$ cat src/rtl/noc_output_port_arbiter.sv
// Round-robin arbiter plus one-entry output register for a mesh-router output port.
// Grants one of five requesters per cycle and presents the packet on a valid/ready link.
module noc_output_port_arbiter #(
    parameter int unsigned PACKET_LENGTH = 27,
    parameter int unsigned N_PORTS       = 5,
    parameter int unsigned STALL_CNT_W   = 16
) (
    input  logic                               clk,
    input  logic                               arst_n,
    input  logic [N_PORTS-1:0]                 req_i,
    input  logic [N_PORTS*PACKET_LENGTH-1:0]   pkt_i,
    output logic [N_PORTS-1:0]                 gnt_o,
    output logic                               out_valid_o,
    output logic [PACKET_LENGTH-1:0]           out_pkt_o,
    output logic [2:0]                         out_src_o,
    input  logic                               out_ready_i,
    output logic [STALL_CNT_W-1:0]             stall_cnt_o
);

    localparam int unsigned SRC_W = 3;

    logic [SRC_W-1:0]         r_ptr;
    logic                     r_valid;
    logic [PACKET_LENGTH-1:0] r_pkt;
    logic [SRC_W-1:0]         r_src;
    logic [STALL_CNT_W-1:0]   r_stall;

    logic                     w_load_en;
    logic                     w_found;
    logic [SRC_W-1:0]         w_win;
    logic [N_PORTS-1:0]       w_gnt;
    logic [PACKET_LENGTH-1:0] w_pkt;
    logic [SRC_W-1:0]         w_ptr_nxt;

    assign w_load_en = !r_valid || out_ready_i;

    // First requester at or after the pointer, wrapping SOUTH back to LOCAL.
    always_comb begin
        int unsigned idx;
        w_found = 1'b0;
        w_win   = '0;
        idx     = 0;
        for (int unsigned k = 0; k < N_PORTS; k++) begin
            idx = (32'(r_ptr) + 32'(k)) % N_PORTS;
            if (!w_found && req_i[idx]) begin
                w_found = 1'b1;
                w_win   = SRC_W'(idx);
            end
        end
    end

    // Grant is suppressed while reset is held so no packet is consumed then.
    always_comb begin
        w_gnt = '0;
        if (arst_n && w_load_en && w_found) begin
            w_gnt[w_win] = 1'b1;
        end
    end

    assign w_pkt     = pkt_i[32'(w_win)*PACKET_LENGTH +: PACKET_LENGTH];
    assign w_ptr_nxt = (w_win == SRC_W'(N_PORTS-1)) ? '0 : w_win + SRC_W'(1);

    always_ff @(posedge clk or negedge arst_n) begin
        if (!arst_n) begin
            r_ptr   <= '0;
            r_valid <= 1'b0;
            r_pkt   <= '0;
            r_src   <= '0;
            r_stall <= '0;
        end else begin
            if (r_valid && !out_ready_i && (r_stall != '1)) begin
                r_stall <= r_stall + STALL_CNT_W'(1);
            end
            if (w_load_en) begin
                if (w_found) begin
                    r_valid <= 1'b1;
                    r_pkt   <= w_pkt;
                    r_src   <= w_win;
                    r_ptr   <= w_ptr_nxt;
                end else begin
                    r_valid <= 1'b0;
                end
            end
        end
    end

    assign gnt_o       = w_gnt;
    assign out_valid_o = r_valid;
    assign out_pkt_o   = r_pkt;
    assign out_src_o   = r_src;
    assign stall_cnt_o = r_stall;

endmodule
$ cat config.mk
export PLATFORM = sky130hd
export DESIGN_NAME = noc_output_port_arbiter
export DESIGN_NICKNAME = d
export VERILOG_FILES = /design/src/rtl/noc_output_port_arbiter.sv
export SDC_FILE = /design/constraint.sdc
export NUM_CORES = 1
export LEC_CHECK = 0
export BUFFER_PORTS_ARGS = -buffer_cell sky130_fd_sc_hd__buf_2
export CORE_MARGIN = 8
export CORE_UTILIZATION = 35
export CTS_CLUSTER_SIZE = 25
export DETAILED_ROUTE_END_ITERATION = 8
export PLACE_DENSITY = 0.67
export SKIP_CTS_REPAIR_TIMING = 1
export SLEW_MARGIN = 20
export SYNTH_ARGS = -nofsm -noshare
export SYNTH_HDL_FRONTEND = slang
export SYNTH_SLANG_ARGS = --single-unit
$ cat constraint.sdc
create_clock -name clk -period 12.2 [get_ports clk]
set_input_delay 0.61 -clock clk [delete_from_list [all_inputs] [get_ports clk]]
set_output_delay 0.61 -clock clk [all_outputs]
set_load 0.03 [all_outputs]
# --- Word-level counts from Yosys, hierarchy flattened ---
# Index checks and enable logic that the tools add are counted.
word_totals:
  out_inout_bits: 52
  wordCells: 69
  input_bits: 143
  ff_bits: 50
op_classes:
  mux: 25
  add_sub_neg: 6
  n_mul: 1
  reduce_logical: 17
  eq_ne: 2
  shift: 1
  order_cmp: 7
  div: 5
op_table:
  columns: ["cell", "count"]
  rows:
  - ["less-than comparator 32 x 4 -> 1 bit (second input constant)", 5]
  - ["variable part select 135 x 9 -> 27 bit", 1]
  - ["remainder unit 32 x 3 -> 32 bit (second input constant)", 4]
  - ["remainder unit 3 x 3 -> 32 bit (second input constant)", 1]
  - ["2-to-1 mux 3 bit", 6]
  - ["adder 16 x 1 -> 16 bit (second input constant)", 1]
  - ["inequality test 16 bit (second input constant)", 1]
  - ["binary-select mux 1 bit (select 3 bit)", 5]
  - ["2-to-1 mux 1 bit", 12]
  - ["logical AND 1 bit", 9]
  - ["adder 3 x 2 -> 4 bit (second input constant)", 2]
  - ["multiplier 3 x 5 -> 8 bit (second input constant)", 1]
  - ["zero test 1 bit", 6]
  - ["2-to-1 mux 5 bit", 1]
  - ["adder 3 x 1 -> 4 bit (second input constant)", 1]
  - ["adder 3 x 3 -> 4 bit (second input constant)", 1]
  - ["less-than comparator 3 x 4 -> 1 bit (second input constant)", 1]
  - ["adder 3 x 1 -> 3 bit (second input constant)", 1]
  - ["demux 1 bit (select 3 bit)", 1]
  - ["equality test 3 bit (second input constant)", 1]
  - ["greater-or-equal comparator 3 x 1 -> 1 bit (second input constant)", 1]
  - ["AND reduction 2 bit", 1]
  - ["logical OR 1 bit", 1]

# --- Longest topological paths before layout ---
# Gate-level depths: netlist (run 1).
depth:
  depth_word: 21
  ltp_mapped: 26
  ltp_nobuf: 22

# --- Least setup slack after synthesis (run 1) ---
# Ideal clock, no wire load.
synth_path:
  path_type: "reg-to-output"
  start: "register r_ptr[0]"
  end: "output gnt_o[0]"
  stages_incl_launch_ff: 21
  arrival_time_ns: 5.329
  required_ns: 11.590
  n_path_buf: 4
  setup_slack_ns: 6.261
  path_cell_list: "dfrtp_1 buf_6 inv_1 buf_1 ha_1 clkbuf_1 inv_1 ha_1 or3b_2 o22ai_1 nor2_1 inv_1 ha_1 mux4_2 o211ai_1 o2bb2ai_1 or3b_1 a31oi_4 clkbuf_1 nor2_1 nor3_1"
synth_between:
  elab_chain_cells: 21
  word_cells_on_any_way: 44
  cone_classes: "add/sub: 4; div: 5; order compare: 2; mux: 23; reduce/logical: 10"
synth_lines:
  columns: ["element", "line", "rtl"]
  rows:
  - ["start, declared", "22", "logic [SRC_W-1:0] r_ptr;"]
  - ["start signal, assigned", "79", "r_ptr <= w_ptr_nxt;"]
  - ["parallel branches: the longest is 15 deep, another holds remainder unit 32 x 3 -> 32 bit", null, null]
  - ["2-to-1 mux 3 bit *", "45", "if (!w_found && req_i[idx]) begin"]
  - ["net w_win[0]", "30", "logic [SRC_W-1:0] w_win;"]
  - ["less-than comparator 3 x 4 -> 1 bit (not written as such) or greater-or-equal comparator 3 x 1 -> 1 bit (tied branches)", "56", "w_gnt[w_win] = 1'b1;"]
  - ["logical AND 1 bit (not written as such)", "56", null]
  - ["2-to-1 mux 1 bit (not written as such)", "56", null]
  - ["demux 1 bit (select 3 bit) *", "56", null]
  - ["2-to-1 mux 5 bit *", "55", "if (arst_n && w_load_en && w_found) begin"]
  - ["end, declared", "12", "output logic [N_PORTS-1:0] gnt_o,"]
# Mark *: on every way through the listed nets, which the timed path passes. The select of a mux whose other input is x is not followed.

# --- Worst setup path in the final report (run 1) ---
layout_path:
  start: "register r_ptr[0]"
  end: "output gnt_o[2]"
layout_between:
  elab_chain_cells: 21
  word_cells_on_any_way: 44
  cone_classes: "add/sub: 4; div: 5; order compare: 2; mux: 23; reduce/logical: 10"
layout_lines:
  columns: ["element", "line"]
  rows:
  - ["parallel branches: the longest is 20 deep, another holds remainder unit 32 x 3 -> 32 bit", null]
  - ["2-to-1 mux 5 bit *", "55"]
# Mark *: on every way between the ends. The select of a mux whose other input is x is not followed.

==> key figures, run 1 <==
Clock network
  • Clk sinks: 50
  • Worst skew pair latency: about 290 ps
  • Clk Tree Root Cell: clkbuf_16
  • Num CTS Buffers: 5
  • Worst-path clk slew: about 70 ps
  • # H-tree levels: 2
  • TritonCTS clock tree: built
  • CTS Buffer Depth: 2

Global routing
  • Antenna violations before repair: 3
  • All-layer global routing usage: 18.0%
  • First-pass GRT wire length: ~29,000 µm
  • GRT overflow: 0
  • Vias in the first global route: 5,498
  • Largest net degree at the start of global routing: 61

Timing
  • Final Max Tran Viols: 0
  • Setup_tns: 0 ps
  • Unrepaired setup endpoints after global routing: false
  • Least-Margin Pin Slew: roughly 1000 ps
  • Setup violators final: 0
  • Tmin final: 6760 ps
  • Worst slew margin: a little under a third
  • Final Hold Viols: 0
  • Layout Skew: 3.88 ps
  • Final period utilization: 55.4%
  • Highest clock rate: 148 MHz

Critical path
  • CP startpoint kind: flip-flop
  • CP Class: flip-flop to output pin
  • CP arrival: between 6000 and 7000 ps
  • Crit Path Max Fanout: 60
  • Delay of the slowest critical-path stage: 630 ps
  • Critical path's slowest cell: ha_1
  • Worst setup EP type: output pin
  • CP Data Required Time: about 12,000 ps
  • Crit path cell chain: buf_4, inv_1, ha_1, inv_1, ha_1, or3b_2, o22ai_1, nor2_1, inv_1, ha_1, nor2b_1, a21oi_1, a21boi_4, o211ai_1, o2bb2ai_1, nor2_1, a21oi_4, buf_4, nand3_1, nor2_1, buf_2

Finish
  • Share of cells above drive strength 1: 33.8%
  • Layout Area Growth over Synthesis: 23.7%
  • Final nets: 954
  • Fin area: around 6500 µm²
  • # fillers: 1,444

Synthesis
  • Area leader, netlist: dfrtp_1
  • Syn Area/Cell: roughly 8.3 µm²
  • Top FF cell, synth: dfrtp_1
  • Simple-gate share of the synthesized area: between 20% and 30%
  • Syn Std Cell Area: 5240 µm²
  • Post-synth EDFFs: 0
  • Post-Synth XOR/XNOR Area: 3.48%
  • Register area share after synthesis: 23.9%
  • Synth top area cells: dfrtp_1 (24%), a41oi_2 (6.8%), nand3_1 (6.7%), o21ai_0 (6.1%), ha_1 (5.5%)
  • Post-synth top cells: nand3_1 (70), o21ai_0 (64), dfrtp_1 (50), nand2_1 (47), nor2_1 (46)
  • Synth top area share: 23.9%
  • Largest family of logic cells by synthesized area: compound AO/OA/AOI/OAI gates
  • Cell with the most instances after synthesis: nand3_1
  • Yosys cell types: between 80 and 90
  • YS warnings: 0
  • Adder and majority gate portion of the synthesized area: approximately 5.9%
  • Synth async-reset ratio: 100%
  • Cells after Synth: 630
  • Yosys reg bits: 50
  • Syn nets: 797
  • Multiplexer share of the synthesized area: about 4.3%
  • Compound-gate portion of the synthesized area: 34.6%

Floorplanning
  • Core area: 14,600 µm²
  • Die Y: between 100 and 150 µm
  • Die width: 138 µm
  • Row cnt: 44
  • Die Area: about 19,000 µm²
  • Initial Util: 35.9%
  • # IOs: 195

Route
  • Antenna Nets Post-Route: 0
  • Drt pass-1 iters: 5
  • DR WL/cell: 18.7 µm
  • Starting DRT DRC Count: 411
  • Total Wirelength: 18,300 µm
  • Drt drc: 0
  • Vias per cell: 5.67
  • DR vias: 5,523

Placement
  • Area after DPL: 6300 µm²
  • Final Wtd Congestion: ~0.86
  • DP HPWL: 13,800 µm
  • IO buf count: about 190

Flow run
  • Max-capacitance violation count: 0

Outcome
  • Outcome: completed

Hold path
  • Min-delay worst type: primary input to asynchronous set/reset pin
[flip-flops by register name, indices dropped and copies added (netlist names)]
name and cells:
out_pkt_o 27, out_src_o 3, out_valid_o 1, r_ptr 3
stall_cnt_o 16
[critical path, delay by kind of cell (launching register included)]
family / cells / cell delay, ps
flops: 1 / 330
simple gates: 6 / 1250
fa+ha+maj: 3 / 1050
compound gates: 6 / 1450
buf+inv: 6 / 1740
[placed cells by master, fill, tap and decap left out, types with 6 or more instances in the layout]
cell / count
a21oi_1: 15
mux2i_1: 11
nor2_1: 46
inv_1: 18
a21o_1: 29
nand3_1: 70
buf_2: 194
nor3_1: 7
nand2_1: 47
ha_1: 23
dfrtp_1: 50
xnor2_1: 12
a211o_1: 30
buf_4: 6
xor2_1: 7
o21ai_0: 64
and2_1: 6
and3_1: 10
nor2b_1: 9
a41oi_2: 22
[routing by layer]
| layer | vias to the layer above | track usage (%) | share of wire (%) |
|---|---|---|---|
| met3 | 21 | 2.91 | 5.4 |
| met4 | 2 | 4.63 | 1.3 |
| met2 | 209 | 30.9 | 50 |
| li1 | 2665 | - | - |
| met1 | 2626 | 22.7 | 43 |
| met5 | - | 0 | 0.055 |
[final timing paths]
path	from	end	slack [ps]	depth (start not counted)
worst max-delay path	r_ptr[0]	gnt_o[2]	5440	21
worst min-delay path	arst_n	out_pkt_o[13]	430	2
worst max register to register	r_ptr[0]	r_ptr[2]	5910	23
worst min register to register	stall_cnt_o[5]	stall_cnt_o[5]	490	1
max in group asynchronous	arst_n	r_ptr[0]	11320	2
min in group clk	stall_cnt_o[5]	stall_cnt_o[5]	490	1
[final cells by class]
| cell class | count | area (µm²) | share of cell area (%) |
|---|---|---|---|
| inverter | 20 | 75.1 | 1.16 |
| antenna | 2 | 5.00 | 0.0772 |
| timing repair buffer | 201 | 1040 | 16.1 |
| multi-input combinational | 509 | 3710 | 57.2 |
| sequential | 50 | 1250 | 19.3 |
| clock inverter | 3 | 45.0 | 0.694 |
| tap | 184 | 230 | 3.55 |
| clock buffer | 5 | 125 | 1.93 |
[kinds of logic after synthesis]
logic type	Yosys count
buffers and inverters	71
adders and majority gates	24
xor gates and xnor gates	20
muxes	19
AOI/OAI and AO/OA	223
DFF	50
and+or+nand+nor	223
[stage by stage]
stage / setup WS [ps] / hold WS, ps / util [%] / std cells
after global placement: 5510 / 475 / 43.0 / 963
final: 5440 / 427 / 44.5 / 974
after global routing: 4720 / 494 / 44.5 / 974
after floorplan: 6260 / 314 / - / 630
after detailed placement: 5760 / 481 / 43.2 / 964
after CTS: 5410 / 461 / 44.4 / 972
Power of run 1 is not shown: default switching activity piles up to over one toggle a cycle in this logic, so the estimate is an artifact.
==> run 2, diff against run 1 <==
- ABC_AREA: not set -> 1
- PLACE_DENSITY: 0.67 -> 0.68
- clock period: 12.2 -> 6.99 ns (I/O delays scaled with it)
==> run 2 against run 1 <==
  * Die area shrank 6.3%
  * Final area decreased by 6.5%
  * Non-clock buffer count decreased by 4
  * Clock skew grew 1.2 ps
  * Via count fell by 0.49%
  * Synthesized area fell by 7.1%
  * Worst setup slack worse by 4100 ps
  * Flip-flop and latch count unchanged
  * Count of clock-buffer cells in the layout unchanged
  * Final cell count rose by 20%
  * Critical path type unchanged
  * Critical endpoint unchanged
==> key figures, run 2 <==
Outcome
  • Outcome: completed (unchanged)

Synthesis
  • Synth async-reset ratio: 100% (unchanged)
  • Cell with the most instances after synthesis: nand2_1 (was nand3_1)
  • Largest family of logic cells by synthesized area: simple AND/OR/NAND/NOR gates (was compound AO/OA/AOI/OAI gates)
  • Area leader, netlist: nand2_1 (was dfrtp_1)
  • Compound-gate portion of the synthesized area: 3.62% (was 34.6%)
  • Cells after Synth: 809 (was 630)
  • Syn Area/Cell: 6.02 µm² (was 8.32 µm²)
  • Yosys cell types: 40 (was 82)
  • YS warnings: 0 (unchanged)
  • Post-Synth XOR/XNOR Area: 3.06% (was 3.48%)
  • Syn nets: 976 (was 797)
  • Post-synth top cells: nand2_1 (336), nand3_1 (101), inv_1 (80), nor2_1 (66), dfrtp_1 (50) (was nand3_1 (70), o21ai_0 (64), dfrtp_1 (50), nand2_1 (47), nor2_1 (46))
  • Multiplexer share of the synthesized area: 0.231% (was 4.29%)
  • Yosys reg bits: 50 (unchanged)
  • Register area share after synthesis: 25.7% (was 23.9%)
  • Post-synth EDFFs: 0 (unchanged)
  • Adder and majority gate portion of the synthesized area: 6.32% (was 5.87%)
  • Top FF cell, synth: dfrtp_1 (unchanged)
  • Synth top area cells: nand2_1 (26%), dfrtp_1 (26%), nand3_1 (10%), inv_1 (6.2%), ha_1 (5.9%) (was dfrtp_1 (24%), a41oi_2 (6.8%), nand3_1 (6.7%), o21ai_0 (6.1%), ha_1 (5.5%))
  • Synth top area share: 25.9% (was 23.9%)
  • Simple-gate share of the synthesized area: 50.4% (was 21.4%)
  • Syn Std Cell Area: 4870 µm² (was 5240 µm²)

Critical path
  • CP Class: flip-flop to output pin (unchanged)
  • CP Buf/Inv Count: 5 (was 6)
  • CP arrival: 5250 ps (was 6150 ps)
  • Most used cell, CP: nand2_1
  • CP startpoint kind: flip-flop (unchanged)
  • Top Family by Delay on Critical Path: simple AND/OR/NAND/NOR gates (was buffers and inverters)
  • CP Data Required Time: 6640 ps (was 11,590 ps)
  • Critical path's slowest cell: dfrtp_1 (was ha_1)
  • Crit Path Max Fanout: 55 (was 60)
  • Worst setup EP type: output pin (unchanged)
  • Delay of the slowest critical-path stage: 690 ps (was 630 ps)

Finish
  • Layout Area Growth over Synthesis: 24.6% (was 23.7%)
  • Final nets: 1,150 (was 954)
  • Most frequent cells in the layout: nand2_1 (336), buf_2 (194), nand3_1 (101) (was buf_2 (194), nand3_1 (70), o21ai_0 (64))
  • Max reg flops: 27 (unchanged)
  • Final Core Density: 44.2% (was 44.5%)
  • Most common cell after layout, fill and taps aside: nand2_1 (was buf_2)
  • Antenna diodes: 0 (was 2)
  • Fin area: 6070 µm² (was 6490 µm²)
  • Share of cells above drive strength 1: 25.8% (was 33.8%)

Global routing
  • All-layer global routing usage: 17.7% (was 18.0%)
  • First-pass GRT wire length: 26,300 µm (was 29,200 µm)
  • Largest net degree at the start of global routing: 61 (unchanged)
  • GRT overflow: 0 (unchanged)
  • Antenna violations before repair: 1 (was 3)
  • Vias in the first global route: 5,461 (was 5,498)

Floorplanning
  • # IOs: 195 (unchanged)
  • Core area: 13,700 µm² (was 14,600 µm²)
  • Initial Util: 35.5% (was 35.9%)
  • Die Y: 134 µm (was 138 µm)
  • Die Area: 17,900 µm² (was 19,200 µm²)
  • Row cnt: 43 (was 44)
  • Die width: 134 µm (was 138 µm)

Placement
  • Area after DPL: 5910 µm² (was 6300 µm²)
  • DP HPWL: 12,700 µm (was 13,800 µm)
  • Final Wtd Congestion: 0.878 (was 0.858)
  • Dpl ws: 1700 ps (was 5760 ps)
  • IO buf count: 194 (unchanged)

Clock network
  • Clk Tree Root Cell: clkbuf_16 (unchanged)
  • Clk sinks: 50 (unchanged)
  • # H-tree levels: 2 (unchanged)
  • Worst-path clk slew: 70 ps (about the same)
  • TritonCTS clock tree: built (unchanged)
  • CTS Buffer Depth: 2 (unchanged)
  • Num CTS Buffers: 5 (unchanged)
  • Worst skew pair latency: 300 ps (was 290 ps)

Timing
  • Setup_tns: 0 ps (unchanged)
  • Final period utilization: roughly 80%
  • Tmin final: roughly 5600 ps
  • Final Hold Viols: 0 (unchanged)
  • Least-Margin Pin Slew: 670 ps (was 1040 ps)
  • Worst slew margin: 55.3% (was 30.5%)
  • Layout Skew: 5.03 ps (was 3.88 ps)
  • Final WS setup: 1390 ps (was 5440 ps)
  • Setup violators final: 0 (unchanged)
  • Highest clock rate: 178 MHz
  • Unrepaired setup endpoints after global routing: false (unchanged)
  • Final Max Tran Viols: 0 (unchanged)

Route
  • Starting DRT DRC Count: 261 (was 411)
  • DR WL/cell: 13.7 µm (was 18.7 µm)
  • Drt drc: 0 (unchanged)
  • Antenna Nets Post-Route: 0 (unchanged)
  • Drt pass-1 iters: 5 (unchanged)
  • Total Wirelength: 16,000 µm (was 18,300 µm)
  • DR vias: 5,496 (was 5,523)
  • Vias per cell: 4.72 (was 5.67)

Flow run
  • Max-capacitance violation count: 0 (unchanged)

Hold path
  • Min-delay worst type: primary input to asynchronous set/reset pin (unchanged)
-- run 2: changes by cell type after synthesis, moves of 11 or more --
cell / previous run / this run
nand2_1: 47 / 336
inv_1: 18 / 80
o21ai_0: 64 / 10
nand3_1: 70 / 101
a211o_1: 30 / 0
a21o_1: 30 / 0
a41oi_2: 22 / 0
nor2_1: 46 / 66
nand2_2: 0 / 12
a21oi_1: 16 / 5
mux2i_1: 11 / 0
-- run 2: worst register-to-register path, delay by kind of cell (launching register included) --
family          cells  cell delay [ps]
compound gates      1              200
flops               1              690
xor+xnor            1              300
fa+ha+maj           3              960
buf+inv             4              910
simple gates       19             2180
-- run 2: metrics by stage --
| step | instances | hold WS [ps] |
|---|---|---|
| after floorplan | 809 | 53.9 |
| after global placement | 1156 | 487 |
| after detailed placement | 1156 | 496 |
| after CTS | 1164 | 192 |
| after global routing | 1164 | 232 |
| final | 1164 | 158 |
-- run 2: worst paths after layout --
check | cells after the start | end | from | slack, ps
max | 26 | gnt_o[2] | r_ptr[0] | 1390
min | 2 | out_pkt_o[1] | arst_n | 160
max reg2reg | 28 | out_pkt_o[16] | r_ptr[0] | 1690
min reg2reg | 2 | out_pkt_o[5] | out_pkt_o[5] | 500
max in group asynchronous | 2 | stall_cnt_o[8] | arst_n | 6370
min in group clk | 5 | out_pkt_o[19] | pkt_i[127] | 360
-- run 2: cell type report --
| cell class | instances | area, µm² |
|---|---|---|
| Sequential cell | 50 | 1250 |
| Clock buffer | 5 | 125 |
| Timing Repair Buffer | 197 | 993 |
| Inverter | 92 | 348 |
| Tap cell | 180 | 225 |
| Clock inverter | 3 | 26.3 |
| Multi-Input combinational cell | 637 | 3100 |
| Fill cell | 1510 | 7650 |
-- run 2: routing by layer --
layer / global-route usage (%) / share of wire (%)
met3: 5.61 / 8.3
met1: 20.5 / 42
met4: 5.93 / 2.3
met2: 30.2 / 47
met5: 0 / 0.081
-- run 2: kinds of logic (layout without fill, tap and decap cells) --
| family | Yosys count | after routing |
|---|---|---|
| simple gates | 565 | 565 |
| flops | 50 | 50 |
| compound gates | 30 | 30 |
| fa+ha+maj | 24 | 24 |
| mux | 1 | 1 |
| xor+xnor | 17 | 17 |
| buf+inv | 122 | 297 |
Power of run 2 is left out for the same reason.
==> run 3, diff against run 2 <==
- PLACE_DENSITY: 0.68 -> 0.7
- clock period: 6.99 -> 4.75 ns (I/O delays scaled with it)
==> run 3 against run 2 <==
  * Register-to-register slack lost 1200 ps
  * Flip-flop and latch count is the same
  * Sequential share of layout area shrank 0.66 points
  * Hold slack gained 110 ps
==> key figures, run 3 (synthesized netlist as in run 2, its figures left out) <==
Global routing
  • Antenna violations before repair: 2 (was 1)
  • First-pass GRT wire length: 26,500 µm (was 26,300 µm)
  • All-layer global routing usage: 18.0% (was 17.7%)
  • GRT overflow: 0 (unchanged)
  • Largest net degree at the start of global routing: 61 (unchanged)
  • Vias in the first global route: 5,357 (was 5,461)

Clock network
  • TritonCTS clock tree: built (unchanged)
  • # H-tree levels: 2 (unchanged)
  • Clk Tree Root Cell: clkbuf_16 (unchanged)
  • CTS Buffer Depth: 2 (unchanged)
  • Num CTS Buffers: 5 (unchanged)
  • Worst-path clk slew: 70 ps (about the same)
  • Worst skew pair latency: 290 ps (was 300 ps)
  • Clk sinks: 50 (unchanged)

Placement
  • DP HPWL: 13,000 µm (was 12,700 µm)
  • Final Wtd Congestion: 0.908 (was 0.878)
  • IO buf count: 194 (unchanged)

Timing
  • Final period utilization: approximately 90%
  • Highest clock rate: 229 MHz
  • Final Max Tran Viols: 0 (unchanged)
  • Worst slew margin: 59.0% (was 55.3%)
  • Layout Skew: 12.0 ps (was 5.03 ps)
  • Final Hold Viols: 0 (unchanged)
  • Setup violators final: 0 (unchanged)
  • Tmin final: 4370 ps
  • Least-Margin Pin Slew: 615 ps (was 670 ps)

Route
  • Antenna Nets Post-Route: 0 (unchanged)
  • DR vias: 5,563 (was 5,496)
  • Drt drc: 0 (unchanged)
  • Vias per cell: 4.73 (was 4.72)
  • Total Wirelength: 16,800 µm (was 16,000 µm)
  • DR WL/cell: 14.3 µm (was 13.7 µm)
  • Starting DRT DRC Count: 379 (was 261)
  • Drt pass-1 iters: 5 (unchanged)

Finish
  • Final nets: 1,162 (was 1,150)
  • Final Core Density: 45.7% (was 44.2%)
  • Most common cell after layout, fill and taps aside: nand2_1 (unchanged)
  • Layout Area Growth over Synthesis: 28.7% (was 24.6%)
  • Share of cells above drive strength 1: 27.3% (was 25.8%)
  • Most frequent cells in the layout: nand2_1 (333), buf_2 (191), nand3_1 (100) (was nand2_1 (336), buf_2 (194), nand3_1 (101))
  • Max reg flops: 27 (unchanged)
  • Antenna diodes: 0 (unchanged)

Floorplanning
  • Row cnt: 43 (unchanged)
  • Die Y: 134 µm (unchanged)
  • # IOs: 195 (unchanged)
  • Die Area: 17,900 µm² (unchanged)
  • Die width: 134 µm (unchanged)
  • Core area: 13,700 µm² (unchanged)
  • Initial Util: 35.5% (unchanged)

Outcome
  • Outcome: completed (unchanged)

Flow run
  • Max-capacitance violation count: 0 (unchanged)

Critical path
  • CP startpoint kind: flip-flop (unchanged)
  • Worst setup EP type: output pin (unchanged)
  • CP Data Required Time: 4510 ps (was 6640 ps)
  • Delay of the slowest critical-path stage: 390 ps (was 690 ps)
  • CP Class: flip-flop to output pin (unchanged)
  • Critical path's slowest cell: dfrtp_1 (unchanged)
  • Most used cell, CP: nand2_1 (unchanged)
  • CP arrival: 4140 ps (was 5250 ps)
  • Crit Path Max Fanout: 7 (was 55)

Hold path
  • Min-delay worst type: primary input to flip-flop (was primary input to asynchronous set/reset pin)
-- run 3: cell count changes in the layout (fill, tap and decap cells not counted), moves of 2 or more --
cell	change
buf_2	-3
buf_4	+9
clkbuf_4	+2
nand2_1	-3
inv_6	-2
nor2_4	+2
nor2_2	-2
buf_12	+2
nand2_4	+3
-- run 3: per-layer routing --
| metal | wire (µm) | global-route usage (%) | up-vias |
|---|---|---|---|
| li1 | - | - | 2877 |
| met1 | 7280 | 21.5 | 2473 |
| met2 | 7970 | 30.7 | 193 |
| met3 | 1320 | 6.02 | 16 |
| met4 | 182 | 3.81 | 4 |
| met5 | 23 | 0 | - |
-- run 3: area by class of cell --
cell class | instances | area (µm²)
fill | 1504 | 7450
multi-input combinational | 638 | 3180
sequential | 50 | 1250
timing repair buffer | 208 | 1110
inverter | 92 | 350
tap | 180 | 225
clock buffer | 5 | 125
clock inverter | 3 | 21.3
-- run 3: worst paths after layout --
kind | depth (start not counted) | slack (ps) | endpoint | from
max | 25 | 380 | gnt_o[1] | r_ptr[2]
min | 4 | 260 | out_valid_o | out_ready_i
max reg2reg | 25 | 460 | r_ptr[1] | r_ptr[2]
min reg2reg | 2 | 490 | out_src_o[2] | out_src_o[2]
max in group asynchronous | 3 | 3420 | out_pkt_o[20] | arst_n
min in group asynchronous | 2 | 520 | stall_cnt_o[2] | arst_n
-- run 3: critical path: cells and delay by family (launching register included) --
family / cells / cell delay (ps)
buffers and inverters: 4 / 470
adders and majority gates: 3 / 860
AOI/OAI and AO/OA: 2 / 290
DFF: 1 / 390
and+or+nand+nor: 15 / 1670
xor gates and xnor gates: 1 / 160
-- run 3: through the flow --
| stage | worst slack [ps] | TNS [ps] | instances | hold slack [ps] | area, µm² |
|---|---|---|---|---|---|
| 2_1_floorplan | 256 | 0 | 809 | -58.1 | 4870 |
| 3_3_place_gp | 343 | 0 | 1165 | 281 | 6010 |
| 3_5_place_dp | 226 | 0 | 1165 | 278 | 6010 |
| 4_1_cts | -103 | -202 | 1173 | -40.9 | 6150 |
| 5_1_grt | -13.5 | -14.6 | 1176 | 276 | 6270 |
| 6_report | 376 | 0 | 1176 | 265 | 6270 |
Power of run 3 is left out for the same reason.
